## src/rtl/fetch_pc_sequencer_pkg.sv

```systemverilog
// ---------------------------------------------------------------------------
// fetch_pc_sequencer_pkg
//   Shared definitions for the fetch PC sequencer: resolved-instruction
//   opcodes, branch-control word bit positions and the sequencer FSM states.
// ---------------------------------------------------------------------------
package fetch_pc_sequencer_pkg;

   // Opcodes of the control-flow instructions seen at resolution time
   localparam logic [3:0] OP_B    = 4'b0110;
   localparam logic [3:0] OP_BR   = 4'b0111;
   localparam logic [3:0] OP_BLTZ = 4'b1000;
   localparam logic [3:0] OP_BZ   = 4'b1001;
   localparam logic [3:0] OP_BNZ  = 4'b1010;
   localparam logic [3:0] OP_BL   = 4'b1011;
   localparam logic [3:0] OP_BC   = 4'b1100;
   localparam logic [3:0] OP_BNC  = 4'b1101;

   // Bit positions inside the 3-bit branch-control word
   localparam int unsigned BC_TAKE   = 2;
   localparam int unsigned BC_REGSRC = 1;
   localparam int unsigned BC_SHORT  = 0;

   typedef enum logic [1:0] {
      ST_FETCH   = 2'd0,
      ST_ISSUE   = 2'd1,
      ST_RESOLVE = 2'd2,
      ST_HALTED  = 2'd3
   } state_t;

   // Only bl writes the link register
   function automatic logic is_link_op(input logic [3:0] op);
      return (op == OP_BL);
   endfunction

endpackage

```

## src/rtl/fetch_pc_sequencer_next_pc_calc.sv

```systemverilog
// ---------------------------------------------------------------------------
// fetch_pc_sequencer_next_pc_calc
//   Combinational next-PC selection from the branch-control word.
//   Ports:
//     i_pc          current PC
//     i_branch_ctl  [2] take, [1] register target, [0] short-offset form
//     i_reg_target  register-sourced target (low two bits ignored)
//     i_short_off   signed 22-bit word offset
//     i_long_off    signed 26-bit word offset
//     o_pc_plus4    sequential PC (also the link return address)
//     o_next_pc     selected next PC
//   All arithmetic wraps modulo 2^ADDR_W.
// ---------------------------------------------------------------------------
module fetch_pc_sequencer_next_pc_calc
   import fetch_pc_sequencer_pkg::*;
#(
   parameter int unsigned ADDR_W = 32
) (
   input  logic [ADDR_W-1:0] i_pc,
   input  logic [2:0]        i_branch_ctl,
   input  logic [ADDR_W-1:0] i_reg_target,
   input  logic [21:0]       i_short_off,
   input  logic [25:0]       i_long_off,
   output logic [ADDR_W-1:0] o_pc_plus4,
   output logic [ADDR_W-1:0] o_next_pc
);

   logic [ADDR_W-1:0] w_pc_plus4;
   logic [ADDR_W-1:0] w_short_disp;
   logic [ADDR_W-1:0] w_long_disp;
   logic [ADDR_W-1:0] w_reg_aligned;

   assign w_pc_plus4    = i_pc + ADDR_W'(4);
   // Word offsets: sign-extend to full width, then scale to bytes
   assign w_short_disp  = {{(ADDR_W-22){i_short_off[21]}}, i_short_off} << 2;
   assign w_long_disp   = {{(ADDR_W-26){i_long_off[25]}}, i_long_off} << 2;
   assign w_reg_aligned = i_reg_target & ~ADDR_W'(3);

   assign o_pc_plus4 = w_pc_plus4;

   // take=0 always falls through, which also covers the unused
   // register-source-without-take encodings
   always_comb begin
      o_next_pc = w_pc_plus4;
      if (i_branch_ctl[BC_TAKE]) begin
         if (i_branch_ctl[BC_REGSRC]) begin
            o_next_pc = w_reg_aligned;
         end else if (i_branch_ctl[BC_SHORT]) begin
            o_next_pc = w_pc_plus4 + w_short_disp;
         end else begin
            o_next_pc = w_pc_plus4 + w_long_disp;
         end
      end
   end

endmodule

```

## src/rtl/fetch_pc_sequencer.sv

```systemverilog
// ---------------------------------------------------------------------------
// fetch_pc_sequencer
//   Owns the program counter. Fetches one instruction over the imem req/ack
//   handshake, hands it to the core, waits for the core's resolution and
//   then applies the branch-control word to choose the next PC. Also emits
//   the link-register write for bl.
//   Ports:
//     clk, rst                   clock, async active-high reset
//     imem_req/addr/ack/rdata    instruction memory handshake (addr = pc)
//     instr, instr_valid/ready   instruction handoff to the core
//     res_valid, opcode          resolution of the issued instruction
//     branch_ctl, reg_target,
//     short_off, long_off        next-PC selection inputs
//     halt                       stop after the current resolution
//     link_we, link_data         one-cycle link register write (pc+4)
//     pc                         current PC
// ---------------------------------------------------------------------------
module fetch_pc_sequencer
   import fetch_pc_sequencer_pkg::*;
#(
   parameter int unsigned        ADDR_W   = 32,
   parameter int unsigned        INSTR_W  = 32,
   parameter logic [ADDR_W-1:0]  RESET_PC = '0
) (
   input  logic               clk,
   input  logic               rst,
   output logic               imem_req,
   output logic [ADDR_W-1:0]  imem_addr,
   input  logic               imem_ack,
   input  logic [INSTR_W-1:0] imem_rdata,
   output logic [INSTR_W-1:0] instr,
   output logic               instr_valid,
   input  logic               instr_ready,
   input  logic               res_valid,
   input  logic [3:0]         opcode,
   input  logic [2:0]         branch_ctl,
   input  logic [ADDR_W-1:0]  reg_target,
   input  logic [21:0]        short_off,
   input  logic [25:0]        long_off,
   input  logic               halt,
   output logic               link_we,
   output logic [ADDR_W-1:0]  link_data,
   output logic [ADDR_W-1:0]  pc
);

   state_t               r_state;
   state_t               w_state_nxt;
   logic [ADDR_W-1:0]    r_pc;
   logic [INSTR_W-1:0]   r_instr;
   logic                 r_link_we;
   logic [ADDR_W-1:0]    r_link_data;

   logic                 w_in_fetch;
   logic                 w_in_issue;
   logic                 w_fetch_done;
   logic                 w_resolve;
   logic [ADDR_W-1:0]    w_pc_plus4;
   logic [ADDR_W-1:0]    w_next_pc;

   fetch_pc_sequencer_next_pc_calc #(
      .ADDR_W (ADDR_W)
   ) u_next_pc_calc (
      .i_pc         (r_pc),
      .i_branch_ctl (branch_ctl),
      .i_reg_target (reg_target),
      .i_short_off  (short_off),
      .i_long_off   (long_off),
      .o_pc_plus4   (w_pc_plus4),
      .o_next_pc    (w_next_pc)
   );

   // Next-state and per-state strobes. imem_ack and res_valid are only
   // looked at in their own states, so stray pulses elsewhere are dropped.
   always_comb begin
      w_state_nxt  = r_state;
      w_in_fetch   = 1'b0;
      w_in_issue   = 1'b0;
      w_fetch_done = 1'b0;
      w_resolve    = 1'b0;
      case (r_state)
         ST_FETCH: begin
            w_in_fetch = 1'b1;
            if (imem_ack) begin
               w_fetch_done = 1'b1;
               w_state_nxt  = ST_ISSUE;
            end
         end
         ST_ISSUE: begin
            w_in_issue = 1'b1;
            if (instr_ready) begin
               w_state_nxt = ST_RESOLVE;
            end
         end
         ST_RESOLVE: begin
            if (res_valid) begin
               w_resolve   = 1'b1;
               w_state_nxt = halt ? ST_HALTED : ST_FETCH;
            end
         end
         ST_HALTED: begin
            if (!halt) begin
               w_state_nxt = ST_FETCH;
            end
         end
         default: w_state_nxt = ST_FETCH;
      endcase
   end

   always_ff @(posedge clk or posedge rst) begin
      if (rst) begin
         r_state     <= ST_FETCH;
         r_pc        <= RESET_PC;
         r_instr     <= '0;
         r_link_we   <= 1'b0;
         r_link_data <= '0;
      end else begin
         r_state   <= w_state_nxt;
         r_link_we <= 1'b0;
         if (w_fetch_done) begin
            r_instr <= imem_rdata;
         end
         if (w_resolve) begin
            r_pc <= w_next_pc;
            if (is_link_op(opcode)) begin
               r_link_we   <= 1'b1;
               r_link_data <= w_pc_plus4;
            end
         end
      end
   end

   // State resets to FETCH, so the request is masked while reset is held
   assign imem_req    = w_in_fetch & ~rst;
   assign imem_addr   = r_pc;
   assign instr       = r_instr;
   assign instr_valid = w_in_issue;
   assign link_we     = r_link_we;
   assign link_data   = r_link_data;
   assign pc          = r_pc;

endmodule

```

## config.mk

```make
export PLATFORM = sky130hd
export DESIGN_NAME = fetch_pc_sequencer
export DESIGN_NICKNAME = d
export VERILOG_FILES = /design/src/rtl/fetch_pc_sequencer_pkg.sv /design/src/rtl/fetch_pc_sequencer_next_pc_calc.sv /design/src/rtl/fetch_pc_sequencer.sv
export SDC_FILE = /design/constraint.sdc
export NUM_CORES = 1
export LEC_CHECK = 0
export BUFFER_PORTS_ARGS = -buffer_cell sky130_fd_sc_hd__buf_4
export CAP_MARGIN = 20
export CORE_MARGIN = 1
export CORE_UTILIZATION = 46
export DETAILED_ROUTE_END_ITERATION = 16
export PLACE_DENSITY = 0.78
export SYNTH_ARGS = -nofsm -noshare
export SYNTH_HDL_FRONTEND = slang
export SYNTH_SLANG_ARGS = --single-unit
```

## constraint.sdc

```tcl
create_clock -name clk -period 4.14 [get_ports clk]
set_input_delay 0.207 -clock clk [delete_from_list [all_inputs] [get_ports clk]]
set_output_delay 0.207 -clock clk [all_outputs]
set_load 0.005 [all_outputs]
```

After elaboration in Yosys (flattened, before gate mapping) --
Index checks and enable logic that the tools add are counted. Widths: inputs -> output; s select.
Storage, ports and cells: bits in writable memories 0, bits of input ports 125, bits in read-only memories 0, bits in latches 0, memories kept 0, logic and storage cells 38, register bits 99, output and inout port bits 131
Cells by class: reduce and logical (&&, ||, !) cells 3, bitwise gates (word level) 2, eq/ne operators 8, shifts and indexed selects 0, $lt $le $gt $ge 0, mux-type cells 17, $add $sub $neg 3, divide/modulo/power cells 0, multipliers 0
Operators with widths (count):
- $mux 32 | 3
- $add 32x32->32 | 2
- $add 32x3->32 const B | 1
- $mux 2 | 5
- $mux 1 | 8
- $ne 2x2->1 const B | 4
- $pmux 2 s4 | 1
- $eq 2x2->1 const B | 2
- $eq 4x4->1 const B | 1
- $reduce_and 4->1 | 1
- $eq 2x1->1 const B | 1
- $logic_not 2->1 | 1
- $reduce_and 2->1 | 1
- $and 1x1->1 | 1
- $not 1->1 | 1

Longest topological paths before layout --
Gate-level depths: netlist (run 1).
word-level depth 5, depth in mapped cells 17, mapped depth without buffers 16

Hierarchy --
From an unflattened synthesis (run 1), not the netlist that was laid out.
Second synthesis, totals: cells, all modules 710, area total of the unflattened synthesis 7262.0 µm²
By module, submodules not included:
- fetch_pc_sequencer | times used 1, seq. area each 2477.4 µm², area each 4121.5 µm², cells an instance 251
- fetch_pc_sequencer_next_pc_calc | times used 1, seq. area each 0.0 µm², area each 3140.5 µm², cells an instance 459

Worst setup path after synthesis (run 1) --
No wires, ideal clock.
path type input to register, start point input port branch_ctl[0], end point register r_pc[27], in the netlist imem_addr[27], path buffers 3, required time 4.017 ns, library setup time 0.123 ns, stages on the path 15, arrival 3.975 ns, setup slack 0.042 ns, cell sequence buf_2 buf_1 clkbuf_1 mux2_2 ha_1 or2_1 a311oi_1 nor2_1 o31a_1 o311ai_0 nand3b_1 a31o_1 a21oi_2 xnor2_1 o221a_1
Between the ends: longest elaborated chain between the ends 3
RTL lines:
- from (decl) | RTL line fetch_pc_sequencer.sv:36 | input logic [2:0] branch_ctl,
- $mux 32 | RTL line fetch_pc_sequencer_next_pc_calc.sv:48 | end else if (i_branch_ctl[BC_SHORT]) begin
- $mux 32 | RTL line fetch_pc_sequencer_next_pc_calc.sv:46 | if (i_branch_ctl[BC_REGSRC]) begin
- $mux 32 | RTL line fetch_pc_sequencer_next_pc_calc.sv:45 | if (i_branch_ctl[BC_TAKE]) begin
- to (signal assigned) | RTL line fetch_pc_sequencer.sv:123 | r_pc <= w_next_pc;
- to (decl) | RTL line fetch_pc_sequencer.sv:48 | logic [ADDR_W-1:0] r_pc;
Every way passes these cells. A chain may end at the register's enable or synchronous reset.

Worst setup path after layout (run 1) --
start point register r_pc[2], in the netlist imem_addr[2], end point register r_pc[28], in the netlist imem_addr[28]
Between the ends: longest elaborated chain between the ends 5, elaborated cells between the ends (all ways) 6, those cells by class add/sub: 3; mux: 3
RTL lines:
- $add 32x3->32 (*) | RTL line fetch_pc_sequencer_next_pc_calc.sv:33 | assign w_pc_plus4 = i_pc + ADDR_W'(4);
- named net u_next_pc_calc.o_pc_plus4[10] | RTL line fetch_pc_sequencer_next_pc_calc.sv:24 | output logic [ADDR_W-1:0] o_pc_plus4,
- $add 32x32->32, on equally long branches | RTL line fetch_pc_sequencer_next_pc_calc.sv:51, fetch_pc_sequencer_next_pc_calc.sv:49
- $mux 32 (*) | RTL line fetch_pc_sequencer_next_pc_calc.sv:48
- $mux 32 (*) | RTL line fetch_pc_sequencer_next_pc_calc.sv:46
- $mux 32 (*) | RTL line fetch_pc_sequencer_next_pc_calc.sv:45
Mark *: on every way through the listed nets, which the timed path passes. The rest lies on a longest branch.

==> impl_metrics.json, run 1 <==
{
  "path_delay_family": "simple AND/OR/NAND/NOR gates",
  "drv_cap": 0,
  "yosysWarnings": 0,
  "place_ws_ns": 0.0538,
  "gp_congestion": 0.944,
  "finalCriticalPeriod_ns": 3.97,
  "fmax_mhz": 252,
  "layout.area.seq_sq_um": 2380,
  "synthArstFlopShare_pct": 100,
  "cp_num_buf_inv": 2,
  "seq_area_frac_synth_pct": 33.8,
  "die_area_sq_um": 15800,
  "die_h_microns": 126,
  "routedWlPerCell_microns": 18.0,
  "critical_path_class": "reg2reg",
  "synth.area.top_cells": "dfrtp_1 34%, mux2_2 12%, ha_1 4.8%, buf_4 3.8%, o21ai_0 3.8%",
  "numClockSinks": 95,
  "end_kind": "register",
  "ys.flop_type": "dfrtp_1",
  "cts_buffers": 9,
  "synth_cell_types": 79,
  "critPathSlowestCell": "or4_1",
  "setup_violations": 0,
  "cts_root_buffer": "clkbuf_16",
  "synth_edf_count": 0,
  "regToRegSetupSlack_ns": 0.17,
  "synth_top_area_share_pct": 33.8,
  "htree_levels": 3,
  "peakVddDrop_uv": 280,
  "coreArea_sq_um": 14800,
  "dr.pass1.iters": 5,
  "critPathMaxFanout": 4,
  "drive_gt1_share_pct": 40.1,
  "postLayoutSetupSlackWorst_ns": 0.166,
  "ios": 256,
  "worst_r2r_path_depth": 18,
  "clk_pin_slew_ns": 0.08,
  "power_density_nw_per_um2": 670,
  "nets": 1126,
  "postRouteAntennaNets": 0,
  "floorplan.initialDensity_pct": 47.7,
  "slew_headroom_pct": 33.5,
  "insertedDiodeCount": 0,
  "ys_top_cells_by_count": "95 x dfrtp_1, 72 x mux2_2, 57 x nand2_1",
  "grt_max_degree": 72,
  "port_buffers": 247,
  "cts_max_path_buffers": 2,
  "antenna_found_initial": 0,
  "ys_seq_elements": 95,
  "gr-usage-all-layers_pct": 26.7,
  "worst_pin_slew_ns": 0.995,
  "dp_hpwl_microns": 15500,
  "n_fill_cell": 1288,
  "grt_pass1_vias": 6346,
  "globalRoute.totalOverflow": 0,
  "cts_tree": "yes",
  "syn_avg_cell_area_sq_um": 9.36,
  "drc_errors": 0,
  "path_cells": "ha_4 -> nand3_2 -> nor2_2 -> nand3_1 -> xnor2_2 -> ha_1 -> and2_1 -> a311oi_2 -> nor2_1 -> buf_4 -> o21ai_0 -> a2111oi_2 -> nor2_1 -> buf_4 -> o21ai_2 -> a41oi_1 -> or4_1 -> nand3_1",
  "max_stage_delay_ns": 0.48,
  "worstSkewPairLatency_ns": 0.36,
  "hold_class": "in2async",
  "vias_per_cell": 5.63,
  "critPathArrivalTime_ns": 4.27,
  "final-hold-violation-count": 0,
  "p_leak_nw": 4.53,
  "status": "completed",
  "netlist_area_sq_um": 7040,
  "fin_skew_ns": 0.00861,
  "grt_pass1_wl_microns": 33100,
  "report.final.slew_viol_count": 0,
  "rows": 44,
  "cp-start-kind": "register",
  "critical_path_required_ns": 4.43,
  "multiInputGateArea_sq_um": 4230,
  "holdWs_ns": 0.0440,
  "yosysMostFrequentCell": "dfrtp_1",
  "syn_to_final_growth_pct": 32.6,
  "r2r_start": "imem_addr[2]",
  "via_count": 6547,
  "postSynthCellCount": 752,
  "die_w_microns": 126,
  "r2r-end": "imem_addr[28]",
  "drt-initial-drc-count": 367,
  "finalCritPeriodShare_pct": 96.0,
  "synth.largest_area_cell": "dfrtp_1",
  "drt-total-wl_microns": 20900
}
[metrics by stage]
step           setup TNS (ns)  power, mW  instance area, sq um  utilization [%]  cells
3_5_place_dp                0       5.31                  8960             60.7   1145
3_3_place_gp                0       5.22                  8960             60.7   1145
2_1_floorplan               0       3.94                  7060                -    757
4_1_cts                     0       6.22                  9280             62.9   1161
5_1_grt               -0.0552       6.70                  9330             63.2   1162
6_report                    0       6.26                  9330             63.2   1162
[layout make-up]
cell class / count / area share (%)
multi-input cells: 561 / 45.3
flip-flops and latches: 95 / 25.5
repair buffers: 276 / 22.2
well taps: 184 / 2.47
clock buffers: 9 / 2.41
inverters: 30 / 1.23
clock inverters: 7 / 0.898
[sequential cells by signal, indices dropped and copies added (netlist names)]
register / count
imem_addr: 30
link_data: 30
link_we: 1
instr: 32
r_state: 2
[worst max-delay path by stage]
stage	start	to	slack (ns)	cells past startpoint
final	imem_addr[2]	imem_addr[28]	0.17	18
after global routing	imem_addr[2]	imem_addr[28]	-0.06	18
after CTS	imem_addr[2]	imem_addr[27]	0.04	17
after detailed placement	imem_addr[2]	imem_addr[27]	0.05	17
after global placement	imem_addr[2]	imem_addr[27]	0.12	17
after floorplan	branch_ctl[0]	imem_addr[27]	0.04	15
[what timing repair did]
item / CTS / global route
setup buffers: 0 / 1
pin swaps: 0 / 3
gates resized for setup: 1 / 11
hold buffers: 0 / 0
setup endpoints to repair: 1 / 12
[power breakdown]
group          leakage (nW)  switching [mW]  internal (mW)
registers              1.18           0.413           1.34
logic                  3.19            1.71           1.93
clock network         0.151           0.437          0.435
total                  4.53            2.56           3.70
[cell families after synthesis]
group	count (synthesis)	synth area share [%]
simple gates	194	14.4
compound gates	188	17.2
buf+inv	101	7.34
flops	95	33.8
mux	82	12.9
xor+xnor	60	8.73
fa+ha+maj	31	5.51
other cells	1	0.0533
[layer usage]
| layer | share of wire [%] | track usage [%] |
|---|---|---|
| met1 | 43 | 34.9 |
| met2 | 49 | 45.4 |
| met3 | 5.7 | 3.31 |
| met4 | 2.1 | 9.76 |
| met5 | 0 | 0 |
[layout by cell type (no fill, tap or decap), types with 6 or more instances in the layout]
cell type,instances
nor2_1,48
o21ai_0,53
nand2_1,57
dfrtp_1,95
mux2i_1,10
a21oi_1,37
nor3_1,11
clkbuf_16,9
and2_1,7
xor2_1,30
o21ai_1,9
o211ai_1,13
buf_4,276
xnor2_1,23
mux2_2,72
ha_1,25
and3_1,9
inv_1,28
a22oi_1,8
a31oi_1,8
a21o_1,11
nand3_1,17
conb_1,6
Power figures use the tool's default switching activity.
==> run 2, diff against run 1 <==
BUFFER_PORTS_ARGS = -buffer_cell sky130_fd_sc_hd__buf_2   (was -buffer_cell sky130_fd_sc_hd__buf_4)
==> run 2 against run 1 <==
Global-route usage fell by 0.76 points. Core utilization fell by 4.3 points. Die area unchanged. First-iteration DRC count up 10%. Routed wire length decreased by 3.7%. Worst setup slack improved by 0.030 ns. Via count down 0.20%. Non-clock buffer count increased by 2. Critical path depth decreased by 1. Register-to-register slack improved by 0.03 ns. Worst hold slack worse by 0.014 ns. Critical path type unchanged. Critical endpoint unchanged. Highest routed layer is now met5.
==> impl_metrics.json, run 2 (same netlist as run 1, synthesis figures left out) <==
{
  "postLayoutSetupSlackWorst_ns": 0.196,
  "die_h_microns": 126,
  "p_comb_share_pct": 56.4,
  "cts_hold_buffers": 0,
  "n_fill_cell": 1341,
  "worst_pin_slew_ns": 0.993,
  "globalRoute.totalOverflow": 0,
  "place_area_sq_um": 8350,
  "grt_pass1_vias": 6327,
  "end_kind": "register",
  "grt_max_degree": 69,
  "cts_max_path_buffers": 2,
  "slew_headroom_pct": 33.6,
  "drt-total-wl_microns": 20100,
  "die_w_microns": 126,
  "port_buffers": 247,
  "floorplan.initialDensity_pct": 47.7,
  "p_leak_nw": 4.36,
  "largest_register_ffs": 32,
  "seqPwrFrac_pct": 29.0,
  "htree_levels": 3,
  "pwr-share-clk_pct": 14.5,
  "numClockSinks": 95,
  "place_ws_ns": 0.0493,
  "routedWlPerCell_microns": 17.3,
  "coreArea_sq_um": 14800,
  "gr-usage-all-layers_pct": 25.9,
  "die_area_sq_um": 15800,
  "internal_power_mw": 3.37,
  "gp_congestion": 0.944,
  "power_density_nw_per_um2": 673,
  "switching_share_pct": 42.4,
  "cts_tree": "yes",
  "regToRegSetupSlack_ns": 0.20,
  "ios": 256,
  "via_count": 6534,
  "grt_pass1_wl_microns": 32300,
  "final_common_cell": "buf_2",
  "fmax_mhz": 254,
  "cts_buffers": 9,
  "rows": 44,
  "drive_gt1_share_pct": 40.0,
  "multiInputGateArea_sq_um": 4210,
  "dr.pass1.iters": 5,
  "final_cell_mix": "247 x buf_2, 95 x dfrtp_1, 72 x mux2_2",
  "clk_pin_slew_ns": 0.08,
  "peakVddDrop_uv": 365,
  "nets": 1128,
  "antenna_found_initial": 1,
  "dp_hpwl_microns": 15000,
  "final-hold-violation-count": 0,
  "switchingPower_mw": 2.49,
  "fin_area_sq_um": 8700,
  "layout.area.seq_sq_um": 2380,
  "critPathMaxFanout": 4,
  "vias_per_cell": 5.61,
  "critPathArrivalTime_ns": 4.23,
  "cts_root_buffer": "clkbuf_16",
  "critical_path_class": "reg2reg",
  "drt-initial-drc-count": 404,
  "postRouteAntennaNets": 0,
  "fin_skew_ns": 0.00953,
  "critical_path_required_ns": 4.43,
  "finalCriticalPeriod_ns": 3.94,
  "hold_class": "in2async",
  "report.final.slew_viol_count": 0,
  "cp-start-kind": "register",
  "drv_cap": 0,
  "syn_to_final_growth_pct": 23.6,
  "drc_errors": 0,
  "setup_violations": 0,
  "finalCritPeriodShare_pct": 95.3,
  "worstSkewPairLatency_ns": 0.35,
  "status": "completed",
  "insertedDiodeCount": 0
}
[run 2: metrics by stage]
step	instances	utilization, %	power, mW	hold slack [ns]	setup TNS [ns]
2_1_floorplan	757	-	3.94	0.331	0
3_3_place_gp	1146	56.6	4.87	0.430	0
6_report	1164	59.0	5.86	0.0295	0
4_1_cts	1162	58.6	5.84	0.0545	0
3_5_place_dp	1146	56.6	4.96	0.434	0
5_1_grt	1164	59.0	6.30	0.0703	-0.00882
[run 2: cell type report]
cell class                      count  share of cell area (%)
Multi-Input combinational cell    561                    48.4
Sequential cell                    95                    27.3
Timing Repair Buffer              278                    16.9
Tap cell                          184                    2.65
Clock buffer                        9                    2.59
Inverter                           30                    1.32
Clock inverter                      7                   0.863
[run 2: final timing paths]
kind	cells past startpoint	from	end
hold reg to reg	1	instr[22]	instr[22]
min in group clk	3	instr_ready	r_state[1]
setup / recovery	17	imem_addr[2]	imem_addr[28]
max in group asynchronous	3	rst	imem_addr[5]
setup reg to reg	17	imem_addr[2]	imem_addr[28]
hold / removal	2	rst	instr[25]
[run 2: what timing repair did]
action	in CTS	in global routing
resized for setup	0	10
buffers inserted	0	2
setup endpoints to repair	0	12
[run 2: per-layer routing]
metal  share of wire [%]  GRT usage (%)  vias up
li1                    -              -     3136
met1                  43           33.8     3098
met2                  50           44.3      274
met3                 5.8           3.95       24
met4                 1.4           8.11        2
met5               0.040              0        -
[run 2: power by group through the flow]
stage	sequential [mW]	clock [mW]	combinational, mW
floorplan	1.72	0	2.22
global placement	1.69	0	3.18
detailed placement	1.71	0	3.25
CTS	1.70	0.872	3.27
global route	1.76	0.912	3.63
finish	1.70	0.850	3.31
[run 2: worst max-delay path, stage by stage, from the launching register on]
cell	delay [ns]
dfrtp_1	0.36
ha_2	0.23
nand3_2	0.13
nor2_4	0.18
nand3_1	0.13
xnor2_2	0.17
ha_1	0.30
and2_1	0.19
a311oi_2	0.07
nor2_1	0.18
buf_4	0.15
o31ai_1	0.09
a2111oi_1	0.52
nor2_2	0.17
o21ai_2	0.26
a41oi_1	0.18
or4_1	0.49
nand3_1	0.09
==> run 3, diff against run 2 <==
MAX_ROUTING_LAYER = met4   (was default)
==> run 3 against run 2 <==
Cell area hardly changed. Clock-buffer cell count stayed put. Die area stayed put. Non-clock buffer count is 1 lower. Final cell count stayed put. Worst hold slack better by 0.046 ns. Clock power is 0.7% lower. Fmax is 0.47% lower. Critical path type unchanged. Critical endpoint is now imem_addr[27].
==> impl_metrics.json, run 3 (same netlist as run 1, synthesis figures left out) <==
{
  "grt_pass1_vias": 6147,
  "status": "completed",
  "dp_hpwl_microns": 15100,
  "postRouteAntennaNets": 0,
  "holdPathStages": 3,
  "rsz0062_at_grt": "false",
  "worst_pin_slew_ns": 1.03,
  "slew_headroom_pct": 31.1,
  "finalCriticalPeriod_ns": 3.96,
  "gp_congestion": 0.939,
  "setup_violations": 0,
  "grt_max_degree": 76,
  "rows": 44,
  "ios": 256,
  "htree_levels": 3,
  "setup_tns_ns": 0,
  "worstSkewPairLatency_ns": 0.35,
  "drt-total-wl_microns": 20300,
  "drv_cap": 0,
  "utilization_pct": 59.0,
  "antenna_found_initial": 1,
  "finalCritPeriodShare_pct": 95.7,
  "cp-start-kind": "register",
  "routedWlPerCell_microns": 17.4,
  "drc_errors": 0,
  "cts_root_buffer": "clkbuf_16",
  "numClockSinks": 95,
  "power_density_nw_per_um2": 672,
  "end_kind": "register",
  "report.final.slew_viol_count": 0,
  "dr.pass1.iters": 5,
  "clk_pin_slew_ns": 0.08,
  "nets": 1127,
  "final_cell_mix": "247 x buf_2, 95 x dfrtp_1, 72 x mux2_2",
  "final_common_cell": "buf_2",
  "largest_register_ffs": 32,
  "die_area_sq_um": 15800,
  "coreArea_sq_um": 14800,
  "critPathArrivalTime_ns": 4.21,
  "gr-usage-all-layers_pct": 26.6,
  "cts_buffers": 9,
  "final-hold-violation-count": 0,
  "fmax_mhz": 252,
  "die_h_microns": 126,
  "drt-initial-drc-count": 364,
  "p_leak_nw": 4.35,
  "via_count": 6537,
  "die_w_microns": 126,
  "grt_pass1_wl_microns": 31900,
  "critical_path_class": "reg2reg",
  "critical_path_required_ns": 4.38,
  "worst_r2r_path_depth": 17,
  "cts_tree": "yes",
  "cts_max_path_buffers": 2,
  "fin_skew_ns": 0.00820,
  "hold_class": "in2reg",
  "floorplan.initialDensity_pct": 47.7,
  "critPathMaxFanout": 4,
  "vias_per_cell": 5.62,
  "globalRoute.totalOverflow": 0,
  "drive_gt1_share_pct": 39.7,
  "syn_to_final_growth_pct": 23.7,
  "peakVddDrop_uv": 379,
  "port_buffers": 247
}
run 3: repair_timing:
item / in CTS / in global routing
endpoints found under the hold margin: 0 / 36
gates resized for setup: 0 / 8
buffers inserted: 0 / 0
endpoints found under the setup margin: 0 / 10
hold buffers: 0 / 1
run 3: final timing paths:
kind | startpoint | end | slack, ns
worst max-delay path | imem_addr[2] | imem_addr[27] | 0.18
worst min-delay path | instr_ready | r_state[1] | 0.08
worst max register to register | imem_addr[2] | imem_addr[27] | 0.18
worst min register to register | instr[29] | instr[29] | 0.50
max in group asynchronous | rst | instr[11] | 3.04
min in group asynchronous | rst | imem_addr[30] | 0.45
run 3: per-layer routing:
layer	vias up	global-route usage (%)	wire [microns]
met5	-	-	0
met4	0	8.61	411
met3	29	4.42	1230
met2	288	42.9	9840
met1	3090	34.1	8770
li1	3130	-	-
run 3: metrics by stage:
step	cell area (sq um)	setup WS [ns]	hold WS (ns)	power (mW)	std cells
6_report	8700	0.177	0.0752	5.85	1164
5_1_grt	8700	0.0180	0.0723	6.29	1164
4_1_cts	8640	0.0363	0.0617	5.82	1161
3_5_place_dp	8340	0.0387	0.432	4.96	1145
3_3_place_gp	8340	0.0966	0.429	4.87	1145
2_1_floorplan	7060	0.0419	0.331	3.94	757
run 3: report_power, final:
group	internal [mW]	switching, mW	total, mW
Combinational	1.61	1.68	3.29
Sequential	1.34	0.379	1.71
Clock	0.430	0.415	0.844
run 3: cell type report:
class	count	area [sq um]
antenna	1	2.50
clock buffer	9	225
clock inverter	7	71.3
fill	1310	6050
inverter	30	115
multi-input combinational	561	4210
sequential	95	2380
tap	184	230
timing repair buffer	277	1480
run 3: critical path: stages, from the launching register on:
cell and delay [ns]:
dfrtp_1 0.35, ha_2 0.22, nand3_2 0.13, nor2_4 0.18, nand3_1 0.10, xnor2_1 0.22
ha_1 0.27, and2_1 0.19, a311oi_2 0.28, nor2_1 0.11, o31a_1 0.35, o311ai_0 0.34
buf_4 0.18, nand3b_1 0.14, a31o_1 0.26, a21oi_2 0.20, xnor2_1 0.09, o221a_1 0.24
